==> config.mk <==
export PLATFORM = sky130hd
export DESIGN_NAME = vga_timing_receiver
export DESIGN_NICKNAME = d
export VERILOG_FILES = /design/src/rtl/vga_rx_pkg.sv /design/src/rtl/sync_edge_detect.sv /design/src/rtl/vga_timing_receiver.sv
export SDC_FILE = /design/constraint.sdc
export NUM_CORES = 1
export LEC_CHECK = 0
export BUFFER_PORTS_ARGS = -buffer_cell sky130_fd_sc_hd__buf_2
export CAP_MARGIN = 0
export CORE_MARGIN = 5
export CORE_UTILIZATION = 60
export DETAILED_ROUTE_END_ITERATION = 10
export PLACE_DENSITY = 0.84
export SETUP_SLACK_MARGIN = 0.5
export SLEW_MARGIN = 20
export SYNTH_ARGS = -nofsm -noshare
export SYNTH_HDL_FRONTEND = slang
export SYNTH_SLANG_ARGS = --single-unit
==> constraint.sdc <==
create_clock -name clk -period 6 [get_ports clk]
set_clock_uncertainty 0.2 [all_clocks]
set_input_delay 0.6 -clock clk [delete_from_list [all_inputs] [get_ports clk]]
set_output_delay 0.6 -clock clk [all_outputs]
set_load 0.01 [all_outputs]
==> src/rtl/vga_rx_pkg.sv <==
// Shared types and reference timing constants for the VGA timing receiver.
package vga_rx_pkg;

    typedef enum logic [1:0] {
        SEARCH = 2'd0,
        CHECK  = 2'd1,
        LOCKED = 2'd2
    } rx_state_t;

    localparam int unsigned H_TOTAL_640  = 800;
    localparam int unsigned V_TOTAL_480  = 525;
    localparam int unsigned H_ACTIVE_640 = 640;
    localparam int unsigned V_ACTIVE_480 = 480;

endpackage

==> src/rtl/sync_edge_detect.sv <==
// Registers a sync input, normalises its polarity and flags the
// deasserted -> asserted transition one cycle after sampling.
module sync_edge_detect #(
    parameter bit ACTIVE_LOW = 1'b1
) (
    input  logic clk,
    input  logic reset,
    input  logic sync_in,
    output logic assert_edge
);

    logic s1_q, s1_d;
    logic s2_q, s2_d;

    always_comb begin
        s1_d = ACTIVE_LOW ? ~sync_in : sync_in;
        s2_d = s1_q;
    end

    always_ff @(posedge clk or negedge reset) begin
        if (!reset) begin
            s1_q <= 1'b0;
            s2_q <= 1'b0;
        end else begin
            s1_q <= s1_d;
            s2_q <= s2_d;
        end
    end

    assign assert_edge = s1_q & ~s2_q;

endmodule

==> src/rtl/vga_timing_receiver.sv <==
// VGA stream sink: measures line/frame totals, recovers active (x, y),
// declares lock after stable frames and re-emits pixels with a valid strobe.
module vga_timing_receiver
    import vga_rx_pkg::*;
#(
    parameter int unsigned N               = 9,
    parameter bit          SYNC_ACTIVE_LOW = 1'b1,
    parameter int unsigned LOCK_FRAMES     = 2
) (
    input  logic         clk,
    input  logic         reset,
    input  logic         horiz_sync,
    input  logic         vert_sync,
    input  logic         vga_blank,
    input  logic [7:0]   R,
    input  logic [7:0]   G,
    input  logic [7:0]   B,
    output logic [23:0]  pix_rgb,
    output logic [N:0]   pix_x,
    output logic [N:0]   pix_y,
    output logic         pix_valid,
    output logic         line_start,
    output logic         frame_start,
    output logic [N:0]   h_total,
    output logic [N:0]   v_total,
    output logic         locked,
    output logic         sync_error
);

    localparam logic [N:0] ONE = {{N{1'b0}}, 1'b1};

    function automatic logic [N:0] sat_inc(input logic [N:0] v);
        return (v == '1) ? v : v + ONE;
    endfunction

    logic hs_edge, vs_edge;

    sync_edge_detect #(.ACTIVE_LOW(SYNC_ACTIVE_LOW)) u_hs_edge (
        .clk         (clk),
        .reset       (reset),
        .sync_in     (horiz_sync),
        .assert_edge (hs_edge)
    );

    sync_edge_detect #(.ACTIVE_LOW(SYNC_ACTIVE_LOW)) u_vs_edge (
        .clk         (clk),
        .reset       (reset),
        .sync_in     (vert_sync),
        .assert_edge (vs_edge)
    );

    logic        blank_q;
    logic [23:0] rgb_q;
    logic [N:0]  hcnt_q, hcnt_d, lcnt_q, lcnt_d;
    logic [N:0]  xcnt_q, xcnt_d, ycnt_q, ycnt_d;
    logic        line_active_q, line_active_d;
    logic        frame_bad_q, frame_bad_d;
    logic        first_q, first_d;
    logic [2:0]  match_q, match_d;
    rx_state_t   state_q, state_d;
    logic [23:0] pix_rgb_q;
    logic [N:0]  pix_x_q, pix_x_d, pix_y_q, pix_y_d;
    logic        pix_valid_q, pix_valid_d;
    logic        line_start_q, frame_start_q;
    logic [N:0]  h_total_q, h_total_d, v_total_q, v_total_d;
    logic        locked_q, locked_d;
    logic        sync_error_q, sync_error_d;

    logic [N:0]  h_meas, lcnt_inc, x_base;
    logic        line_mismatch, h_sat_evt, l_sat_evt;

    always_comb begin
        h_meas        = sat_inc(hcnt_q);
        // The line closing at a coincident hsync/vsync edge is still counted
        // into the frame that is being closed.
        lcnt_inc      = hs_edge ? sat_inc(lcnt_q) : lcnt_q;
        line_mismatch = hs_edge && (h_meas != h_total_q);

        hcnt_d    = hs_edge ? '0 : h_meas;
        h_total_d = hs_edge ? h_meas : h_total_q;
        lcnt_d    = vs_edge ? '0 : lcnt_inc;
        v_total_d = vs_edge ? lcnt_inc : v_total_q;
        h_sat_evt = (hcnt_d == '1) && (hcnt_q != '1);
        l_sat_evt = (lcnt_d == '1) && (lcnt_q != '1);

        x_base  = hs_edge ? '0 : xcnt_q;
        xcnt_d  = blank_q ? x_base + ONE : x_base;
        pix_x_d = x_base;

        ycnt_d        = ycnt_q;
        line_active_d = line_active_q | blank_q;
        if (hs_edge && line_active_q) begin
            ycnt_d        = ycnt_q + ONE;
            line_active_d = blank_q;
        end
        if (vs_edge) begin
            ycnt_d = '0;
        end
        pix_y_d = ycnt_q;

        frame_bad_d = vs_edge ? 1'b0 : (frame_bad_q | line_mismatch);

        state_d      = state_q;
        match_d      = match_q;
        first_d      = first_q;
        sync_error_d = 1'b0;
        case (state_q)
            SEARCH: begin
                if (vs_edge) begin
                    state_d = CHECK;
                    match_d = '0;
                    first_d = 1'b1;
                end
            end
            CHECK: begin
                // The first full frame has no trustworthy v_total reference
                // (the previous one was partial), so only its lines are judged.
                if (vs_edge) begin
                    if (!(frame_bad_q || line_mismatch) &&
                        (first_q || (lcnt_inc == v_total_q))) begin
                        match_d = match_q + 3'd1;
                        if (match_d >= 3'(LOCK_FRAMES)) begin
                            state_d = LOCKED;
                        end
                    end else begin
                        match_d = '0;
                    end
                    first_d = 1'b0;
                end
            end
            LOCKED: begin
                if (line_mismatch || (vs_edge && (lcnt_inc != v_total_q))) begin
                    sync_error_d = 1'b1;
                    state_d      = CHECK;
                    match_d      = '0;
                end
            end
            default: state_d = SEARCH;
        endcase
        if (h_sat_evt || l_sat_evt) begin
            sync_error_d = 1'b1;
            state_d      = SEARCH;
            match_d      = '0;
        end
        locked_d    = (state_d == LOCKED);
        pix_valid_d = blank_q & locked_q;
    end

    always_ff @(posedge clk or negedge reset) begin
        if (!reset) begin
            blank_q       <= 1'b0;
            rgb_q         <= '0;
            hcnt_q        <= '0;
            lcnt_q        <= '0;
            xcnt_q        <= '0;
            ycnt_q        <= '0;
            line_active_q <= 1'b0;
            frame_bad_q   <= 1'b0;
            first_q       <= 1'b0;
            match_q       <= '0;
            state_q       <= SEARCH;
            pix_rgb_q     <= '0;
            pix_x_q       <= '0;
            pix_y_q       <= '0;
            pix_valid_q   <= 1'b0;
            line_start_q  <= 1'b0;
            frame_start_q <= 1'b0;
            h_total_q     <= '0;
            v_total_q     <= '0;
            locked_q      <= 1'b0;
            sync_error_q  <= 1'b0;
        end else begin
            blank_q       <= vga_blank;
            rgb_q         <= {B, G, R};
            hcnt_q        <= hcnt_d;
            lcnt_q        <= lcnt_d;
            xcnt_q        <= xcnt_d;
            ycnt_q        <= ycnt_d;
            line_active_q <= line_active_d;
            frame_bad_q   <= frame_bad_d;
            first_q       <= first_d;
            match_q       <= match_d;
            state_q       <= state_d;
            pix_rgb_q     <= rgb_q;
            pix_x_q       <= pix_x_d;
            pix_y_q       <= pix_y_d;
            pix_valid_q   <= pix_valid_d;
            line_start_q  <= hs_edge;
            frame_start_q <= vs_edge;
            h_total_q     <= h_total_d;
            v_total_q     <= v_total_d;
            locked_q      <= locked_d;
            sync_error_q  <= sync_error_d;
        end
    end

    assign pix_rgb     = pix_rgb_q;
    assign pix_x       = pix_x_q;
    assign pix_y       = pix_y_q;
    assign pix_valid   = pix_valid_q;
    assign line_start  = line_start_q;
    assign frame_start = frame_start_q;
    assign h_total     = h_total_q;
    assign v_total     = v_total_q;
    assign locked      = locked_q;
    assign sync_error  = sync_error_q;

endmodule

After elaboration in Yosys (flattened, before gate mapping) --
Cells that the tools add are included.
Storage, ports and cells: register bits after elaboration 146, bits of input ports 29, logic and storage cells 104
Operators by class: add/sub/neg operators 5, $lt $le $gt $ge 1, equal/unequal tests 17, muxes and demuxes 30, bitwise logic cells 9, reductions and logical operators 17
Operators with widths (count):
- 10-bit 2-to-1 mux | 9
- 10-bit by 1-bit adder with 10-bit output (second input constant) | 4
- 10-bit == test (second input constant) | 4
- 10-bit != test | 2
- 10-bit != test (second input constant) | 2
- 3-bit 2-to-1 mux | 5
- 2-bit 2-to-1 mux | 6
- 10-bit == test | 1
- 3-bit != test (second input constant) | 3
- 3-bit one-hot mux with 3 select lines | 1
- 1-bit 2-to-1 mux | 7
- 1-bit logical AND | 6
- 2-bit one-hot mux with 3 select lines | 1
- 2-bit == test (second input constant) | 2
- 1-bit logical OR | 4
- 2-bit != test (second input constant) | 2
- 1-bit inverter | 4
- 4-bit AND reduction | 1
- 2-bit nonzero test | 2
- 4-bit nonzero test | 1
- 3-bit by 1-bit adder with 3-bit output (second input constant) | 1
- 1-bit bitwise AND | 3
- 3-bit by 2-bit >= comparator with 1-bit output (second input constant) | 1
- 3-bit AND reduction | 1
- 5 further kinds | 6

Depth between registers and ports, before layout --
Gate-level depths: netlist of run 1.
depth after elaboration 12, mapped depth 11

Modules after synthesis --
Synthesis of run 1 repeated with hierarchy kept, for this count alone.
Second synthesis, totals: cells, all modules 524, area total of the unflattened synthesis 6039.5 µm²
By module, submodules not included:
- vga_timing_receiver | times used 1, cells each 516, area an instance 5904.4 µm²
- sync_edge_detect | times used 2, cells each 4, area an instance 67.6 µm²

Worst setup path before layout of run 1 --
Ideal clock, no wire load.
path kind register to register, start point register hcnt_q[1], end point register locked_q, in the netlist locked, library setup time 78 ps, arrival 2849 ps, required time 5722 ps, slack 2873 ps, stages on the path, launching flop included 12, buffers on the path 1, clock period less this slack 3127 ps, cell sequence dfrtp_1 -> ha_1 -> buf_2 -> nand2_1 -> nor3_4 -> xnor2_1 -> a22o_1 -> or4_4 -> o21ai_4 -> o211ai_4 -> or4_4 -> a21oi_1
Between the ends: longest elaborated chain between the ends 12
RTL lines:
- start, declared | line vga_timing_receiver.sv:54 | logic [N:0] hcnt_q, hcnt_d, lcnt_q, lcnt_d;
- start signal, assigned | line vga_timing_receiver.sv:175 | hcnt_q <= hcnt_d;
- 10-bit by 1-bit adder with 10-bit output or 10-bit == test (tied branches) | line vga_timing_receiver.sv:33 | return (v == '1) ? v : v + ONE;
- 10-bit 2-to-1 mux | line vga_timing_receiver.sv:33
- 10-bit != test | line vga_timing_receiver.sv:77 | line_mismatch = hs_edge && (h_meas != h_total_q);
- 1-bit logical AND | line vga_timing_receiver.sv:77
- 1-bit logical OR | line vga_timing_receiver.sv:119 | if (!(frame_bad_q || line_mismatch) &&
- 1-bit zero test | line vga_timing_receiver.sv:119
- 1-bit logical AND | line vga_timing_receiver.sv:119
- 2-bit 2-to-1 mux | line vga_timing_receiver.sv:119
- 2-bit 2-to-1 mux | line vga_timing_receiver.sv:118 | if (vs_edge) begin
- 2-bit one-hot mux with 3 select lines | line vga_timing_receiver.sv:107 | case (state_q)
- 2-bit 2-to-1 mux (*) | line vga_timing_receiver.sv:140 | if (h_sat_evt || l_sat_evt) begin
- 2-bit == test (*) | line vga_timing_receiver.sv:145 | locked_d = (state_d == LOCKED);
- via locked_d | line vga_timing_receiver.sv:66 | logic locked_q, locked_d;
- end signal, assigned | line vga_timing_receiver.sv:192 | locked_q <= locked_d;
- end, declared | line vga_timing_receiver.sv:66
Mark *: on every way through the listed nets, which the timed path passes. The rest lies on a longest branch. A chain may end at the register's enable or synchronous reset.

Worst setup path after layout of run 1 --
start point register u_vs_edge.s2_q, end point register match_q[0]
Between the ends: longest elaborated chain between the ends 8
RTL lines:
- start, declared | line sync_edge_detect.sv:13 | logic s2_q, s2_d;
- start signal, assigned | line sync_edge_detect.sv:23 | s2_q <= 1'b0;
- start signal, assigned | line sync_edge_detect.sv:26 | s2_q <= s2_d;
- 1-bit inverter (*) | line sync_edge_detect.sv:30 | assign assert_edge = s1_q & ~s2_q;
- 1-bit bitwise AND (*) | line sync_edge_detect.sv:30
- 10-bit 2-to-1 mux (*) | line vga_timing_receiver.sv:81 | lcnt_d = vs_edge ? '0 : lcnt_inc;
- via lcnt_d[6] | line vga_timing_receiver.sv:54
- 10-bit == test (*) | line vga_timing_receiver.sv:84 | l_sat_evt = (lcnt_d == '1) && (lcnt_q != '1);
- 1-bit logical AND (*) | line vga_timing_receiver.sv:84
- 1-bit logical OR (*) | line vga_timing_receiver.sv:140
- 3-bit != test (no source line) or 4-bit nonzero test (tied branches)
- 4-bit AND reduction (no source line)
- end signal, assigned | line vga_timing_receiver.sv:182 | match_q <= match_d;
- end, declared | line vga_timing_receiver.sv:59 | logic [2:0] match_q, match_d;
Marks and branches as above.

==> flow_summary_export.csv, run 1 <==
group,metric,value,unit
die,dieWidth,109,um
run,cap_violations,0,
layout,nFillCells,605,
synthesis,synth_top_area_cell,"dfrtp_1",
global_route,grt_overflow_total,0,
placement,io_buffer_count,97,
setup_path,reg2reg_slack,2.20,ns
synthesis,synth_area,5860,um2
drt,final_antenna_net_count,0,
synthesis,netlist_instances,503,
setup_path,worstSetupStartpointType,"flip-flop",
synthesis,synth-seq-area-share,0.623,
die,dieArea,11800,um2
die,io_pins,98,
drt,vias,4442,
drt,first_pass_iters,4,
drt,drt_iter0_markers,265,
sta,fin_crit_sh,0.634,
setup_path,critPathRequiredTime,6.18,ns
clocking,cts_made_buffers,17,
global_route,grt_max_degree,85,
sta,rsz0062_at_grt,"false",
global_route,grt_usage,0.270,
layout,fin_cells,771,
drt,via_per_inst,5.76,
clocking,cts_tree,"built",
drt,drt-wirelength-per-cell,19.3,um
die,start_util,0.608,
synthesis,synth_area_leaders,"dfrtp_1 (62%), xor2_1 (3.7%), o21ai_0 (3.5%)",
synthesis,synthFlopType,"dfrtp_1",
layout,diodes,0,
die,core.rowCount,36,
setup_path,slowest_stage,"o41ai_1",
sta,fin_setup_tns,0,ns
placement,gp_congestion,0.929,
setup_path,path_max_fanout,28,
setup_path,path_cells,"nand2b_1 > inv_1 > nor2_1 > nand4_1 > o41ai_1 > or3_1 > or3_1 > mux2i_1",
setup_path,path_class,"reg2reg",
sta,tightest_slew,1.07,ns
clocking,cts.sinks,146,
setup_path,cp-end-kind,"flip-flop",
sta,period_minus_slack,3.80,ns
hold_path,min_path_type,"in2reg",
hold_path,hp-start,"horiz_sync",
power,leakage,3.51,nW
global_route,grt_pass1_vias,4590,
setup_path,path_common_cell,"or3_1",
clocking,clkLatencyLatePin,0.52,ns
sta,finalHoldViolCount,0,
power,ir_drop,207,uV
sta,max_slew_margin,0.277,
global_route,antenna_found_initial,0,
sta,fmax,263,MHz
placement,dpl.cell_count,715,
setup_path,crit_start,"u_vs_edge.s2_q",
outcome,outcome,"finished clean",
synthesis,synth_enable_flop_cells,0,
placement,place.detailed.hpwl,8.73,mm
layout,syn_to_final_growth,24.9,%
sta,slew_viol_final,0,
clocking,clk_pin_slew,0.07,ns
synthesis,yosysTopAreaCellShare,0.623,
setup_path,timing.rr.start,"u_vs_edge.s2_q",
layout,nets,661,
clocking,cts_root_buf,"clkbuf_8",
clocking,cts_setup_buffers,0,
clocking,htreeDepth,4,
synthesis,yosys_warnings,0,
layout,utilization,0.760,
setup_path,cp.arrival,3.98,ns
synthesis,synth.distinct_cells,64,
clocking,clock_path_buffers,2,
synthesis,ys_ff_latch,146,
setup_path,critPathMaxStageDelay,0.88,ns
sta,holdWs,0.0141,ns
global_route,grt_pass1_wl,24.1,mm
drt,drc_errors,0,
synthesis,synth-async-reset-ratio,1.00,
drt,routed_wl,14.9,mm
die,core_region_area,9640,um2
power,p_total,2.66,mW
power,powerDensity,363,nW/um2
sta,setup_viol,0,
die,die_h,109,um
synthesis,syn_nets,538,
synthesis,postSynthAreaPerCell,11.7,um2
layout,drive_gt1_frac,0.230,
-- routing by layer --
layer,track usage,share of wire
met5,0,0
met4,0.138,0.045
met3,0.0663,0.061
met2,0.443,0.49
met1,0.335,0.40
-- worst max-delay path, delay by kind of cell, from the launching register on --
| family | cells | cell delay [ns] |
|---|---|---|
| buf+inv | 1 | 0.66 |
| compound gates | 1 | 0.88 |
| simple gates | 5 | 1.51 |
| mux | 1 | 0.09 |
| flops | 1 | 0.32 |
-- path summary, 6_finish.rpt --
check / cells past startpoint / end
max: 8 / match_q[0]
min: 2 / u_hs_edge.s1_q
max reg2reg: 8 / match_q[0]
min reg2reg: 0 / pix_rgb[16]
max in group asynchronous: 3 / hcnt_q[2]
min in group asynchronous: 2 / pix_y[8]
-- repair_timing --
action	4_1_cts	5_1_grt
hold endpoints to repair	107	0
gates resized for setup	0	0
hold buffers	25	0
-- synthesized netlist by cell type, types with 3 or more instances --
| cell | number |
|---|---|
| or3_1 | 6 |
| nand2_1 | 44 |
| nor4_1 | 3 |
| a21o_1 | 3 |
| clkbuf_1 | 11 |
| xnor2_1 | 13 |
| mux2i_1 | 10 |
| nor3_1 | 6 |
| nand2b_1 | 7 |
| inv_1 | 13 |
| nand4_1 | 13 |
| ha_1 | 6 |
| dfrtp_1 | 146 |
| nor2_1 | 38 |
| o22ai_1 | 3 |
| buf_2 | 8 |
| a221oi_1 | 3 |
| xor2_1 | 25 |
| and3_1 | 7 |
| nand3_1 | 19 |
| and2_1 | 11 |
| o21ai_0 | 41 |
| a21oi_1 | 16 |
-- cell families (layout without fill, tap and decap cells) --
family,Yosys count,after routing,synth area share
and+or+nand+nor,171,171,0.157
DFF,146,146,0.623
AOI/OAI and AO/OA,97,97,0.108
xor gates and xnor gates,38,38,0.0568
buffers and inverters,34,169,0.0241
muxes,11,11,0.0190
adders and majority gates,6,6,0.0128
-- layout make-up --
| type | instances | area (um2) | area share |
|---|---|---|---|
| flip-flops and latches | 146 | 3650 | 0.499 |
| repair buffers | 125 | 764 | 0.104 |
| clock buffers | 18 | 428 | 0.0584 |
| multi-input cells | 323 | 2070 | 0.282 |
| clock inverters | 13 | 196 | 0.0268 |
| inverters | 13 | 48.8 | 0.00666 |
| well taps | 133 | 166 | 0.0227 |
-- power breakdown --
| part | switching [mW] | internal [mW] |
|---|---|---|
| clock network | 0.421 | 0.692 |
| logic | 0.219 | 0.162 |
| registers | 0.0955 | 1.07 |
| total | 0.735 | 1.92 |
-- per-stage QoR --
| step | worst slack [ns] | instance area, um2 |
|---|---|---|
| after floorplan | 2.87 | 5860 |
| after global placement | 2.58 | 6450 |
| after detailed placement | 2.32 | 6450 |
| after CTS | 2.25 | 7330 |
| after global routing | 1.89 | 7330 |
| final | 2.20 | 7330 |
-- registers in the layout, summed over array words and instances, names as in the netlist, 10 cells and up --
| register | flops |
|---|---|
| hcnt_q | 10 |
| pix_y_d | 10 |
| v_total | 10 |
| xcnt_q | 10 |
| lcnt_q | 10 |
| pix_y | 10 |
| pix_rgb | 24 |
| h_total | 10 |
| pix_x | 10 |
| rgb_q | 24 |
-- cells in the final DEF, fill, tap and decap left out, types with 3 or more instances in the layout --
cell / n
a21o_1: 3
a21oi_1: 16
a221oi_1: 3
and2_1: 11
and3_1: 7
buf_2: 96
buf_4: 3
bufinv_16: 4
clkbuf_16: 16
dfrtp_1: 146
dlygate4sd3_1: 25
ha_1: 6
inv_1: 13
inv_6: 5
mux2i_1: 10
nand2_1: 44
nand2b_1: 7
nand3_1: 19
nand4_1: 13
nor2_1: 38
nor3_1: 6
nor4_1: 3
o21ai_0: 41
o22ai_1: 3
or3_1: 6
xnor2_1: 13
xor2_1: 25
(Power assumes the default switching activity.)
==> run 2, diff against run 1 <==
--- a/config.mk
+++ b/config.mk
@@ -5,12 +5,13 @@
 export SDC_FILE = /design/constraint.sdc
 export NUM_CORES = 1
 export LEC_CHECK = 0
+export ABC_AREA = 1
 export BUFFER_PORTS_ARGS = -buffer_cell sky130_fd_sc_hd__buf_2
 export CAP_MARGIN = 0
 export CORE_MARGIN = 5
-export CORE_UTILIZATION = 60
+export CORE_UTILIZATION = 56
 export DETAILED_ROUTE_END_ITERATION = 10
-export PLACE_DENSITY = 0.84
+export PLACE_DENSITY = 0.79
 export SETUP_SLACK_MARGIN = 0.5
 export SLEW_MARGIN = 20
 export SYNTH_ARGS = -nofsm -noshare
==> constraint.sdc (replaced) <==
create_clock -name clk -period 4 [get_ports clk]
set_clock_uncertainty 0.2 [all_clocks]
set_input_delay 0.4 -clock clk [delete_from_list [all_inputs] [get_ports clk]]
set_output_delay 0.4 -clock clk [all_outputs]
set_load 0.01 [all_outputs]
==> run 2 against run 1 <==
Sequential power increased by 46%. Total power increased by 40%. Die area increased by 8.6%. Synthesized cell count increased by 26%. Utilization decreased by 4.0 points. Highest routed layer unchanged.
==> flow_summary_export.csv, run 2 <==
group,metric,value,unit
outcome,outcome,"finished clean",
clocking,htreeDepth,4,
setup_path,reg2reg_depth,11,
synthesis,netlist_instances,635,
synthesis,synthMuxAreaShare,0,
synthesis,synth_area_leaders,"dfrtp_1 (61%), nand2_1 (10%), inv_1 (4.8%)",
layout,fin_cells,919,
layout,utilization,0.720,
setup_path,worstSetupStartpointType,"flip-flop",
synthesis,synth_top_area_cell,"dfrtp_1",
setup_path,reg2reg_to,"xcnt_q[8]",
sta,fmax,339,MHz
die,dieWidth,113,um
drt,final_antenna_net_count,0,
setup_path,cp.buffers_inverters,2,
global_route,antenna_found_initial,0,
die,die_h,113,um
die,dieArea,12900,um2
layout,fin_area,7470,um2
setup_path,timing.rr.start,"u_hs_edge.s1_q",
drt,via_per_inst,5.19,
layout,diodes,0,
placement,io_buffer_count,97,
clocking,cts_root_buf,"clkbuf_8",
drt,drc_errors,0,
clocking,clk_pin_slew,0.06,ns
global_route,grt_pass1_wl,23.1,mm
synthesis,synth.distinct_cells,36,
sta,setup_ws,1.05,ns
setup_path,critPathMaxStageDelay,0.40,ns
run,cap_violations,0,
synthesis,synth_area,5990,um2
drt,vias,4771,
setup_path,crit_family,"simple AND/OR/NAND/NOR gates",
power,ir_drop,298,uV
setup_path,cp-end-kind,"flip-flop",
sta,finalHoldViolCount,0,
setup_path,path_class,"reg2reg",
setup_path,reg2reg_slack,1.05,ns
sta,period_minus_slack,2.95,ns
layout,nets,805,
setup_path,path_cells,"nand2_4 > inv_1 > buf_4 > nor2_1 > ha_1 > nand2_1 > nor4_1 > nand2_1 > nor2_1 > nand3_1 > xor2_1",
die,start_util,0.577,
die,io_pins,98,
sta,tightest_slew,0.957,ns
sta,holdWs,0.143,ns
synthesis,synth-simple-area-share,0.252,
sta,max_slew_margin,0.362,
sta,fin_crit_sh,0.737,
drt,drt-wirelength-per-cell,14.8,um
clocking,cts_setup_buffers,0,
synthesis,synth_enable_flop_cells,0,
placement,dpl.cell_count,859,
placement,gp_congestion,0.904,
synthesis,yosys_warnings,0,
synthesis,synth_compound_area_frac,0.0466,
drt,first_pass_iters,5,
setup_path,path_max_fanout,30,
power,leakage,3.90,nW
hold_path,min_path_type,"reg2reg",
synthesis,synth_xor_area_frac,0.0190,
synthesis,postSynthAreaPerCell,9.43,um2
hold_path,holdPathStages,0,
hold_path,holdPathEnd,"pix_rgb[21]",
setup_path,slowest_stage,"dfrtp_1",
clocking,clock_path_buffers,2,
power,powerDensity,500,nW/um2
synthesis,synth_fa_ha_area_frac,0.0125,
layout,syn_to_final_growth,24.7,%
clocking,cts.sinks,146,
layout,drive_gt1_frac,0.209,
synthesis,synth_top_family_by_area,"simple AND/OR/NAND/NOR gates",
synthesis,yosysTopAreaCellShare,0.610,
sta,rsz0062_at_grt,"false",
synthesis,synth-seq-area-share,0.610,
clocking,cts_tree,"built",
synthesis,synthFlopType,"dfrtp_1",
layout,layout_common_cells,"nand2_1 (162), dfrtp_1 (146), buf_2 (96)",
global_route,grt_pass1_vias,4788,
power,p_total,3.73,mW
placement,dpl_worst_slack,1.17,ns
drt,routed_wl,13.6,mm
setup_path,cp.arrival,3.16,ns
sta,fin_setup_tns,0,ns
layout,layout_commonest_cell,"nand2_1",
synthesis,synth-async-reset-ratio,1.00,
global_route,grt_max_degree,125,
sta,setup_viol,0,
synthesis,synth_common_cells,"nand2_1 (162), dfrtp_1 (146), inv_1 (77), nor2_1 (59), nand3_1 (46)",
synthesis,ys_ff_latch,146,
clocking,cts_made_buffers,17,
setup_path,critPathRequiredTime,4.22,ns
synthesis,syn_nets,670,
die,core.rowCount,37,
sta,slew_viol_final,0,
synthesis,yosysMostFrequentCell,"nand2_1",
placement,place.detailed.hpwl,8.66,mm
clocking,clkLatencyLatePin,0.54,ns
placement,place_area,6610,um2
global_route,grt_overflow_total,0,
global_route,grt_usage,0.229,
hold_path,hp-start,"rgb_q[21]",
drt,drt_iter0_markers,454,
die,core_region_area,10400,um2
run 2: cell count changes in the layout (fill, tap and decap cells not counted), moves of 12 or more:
cell and delta:
nand2_1 +118, inv_1 +64, nand3_1 +27, nor2_1 +21, xor2_1 -16, o21ai_0 -12
run 2: metal layers:
metal,routed length (um),global-route usage
met1,5470,0.285
met2,6840,0.383
met3,850,0.0631
met4,406,0.0889
met5,0,0
run 2: worst max-delay path by stage:
stage / from / endpoint / slack (ns) / depth (start not counted)
floorplan: u_hs_edge.s1_q / xcnt_q[8] / 1.44 / 13
global placement: u_hs_edge.s1_q / xcnt_q[8] / 1.32 / 11
detailed placement: u_hs_edge.s1_q / xcnt_q[8] / 1.17 / 11
CTS: u_hs_edge.s1_q / xcnt_q[8] / 1.08 / 11
global route: u_hs_edge.s1_q / xcnt_q[8] / 0.84 / 11
finish: u_hs_edge.s1_q / xcnt_q[8] / 1.05 / 11
run 2: where the power goes:
| group | internal (mW) | total [mW] | leakage (nW) | switching (mW) |
|---|---|---|---|---|
| Clock | 0.898 | 1.51 | 0.287 | 0.614 |
| Sequential | 1.60 | 1.69 | 1.87 | 0.0942 |
| Combinational | 0.197 | 0.532 | 1.74 | 0.335 |
run 2: final cells by class:
cell class / instances / area (um2)
inverter: 80 / 300
fill: 734 / 2900
multi-input combinational: 397 / 1970
sequential: 146 / 3650
clock inverter: 10 / 100
clock buffer: 22 / 473
timing repair buffer: 128 / 797
tap: 136 / 170
run 2: kinds of logic after synthesis:
logic type,after synthesis
compound gates,50
xor+xnor,13
flops,146
fa+ha+maj,6
buf+inv,92
simple gates,328
run 2: timing repair:
| action | CTS | global route |
|---|---|---|
| resized for setup | 0 | 0 |
| hold buffers | 28 | 0 |
| hold endpoints to repair | 150 | 0 |
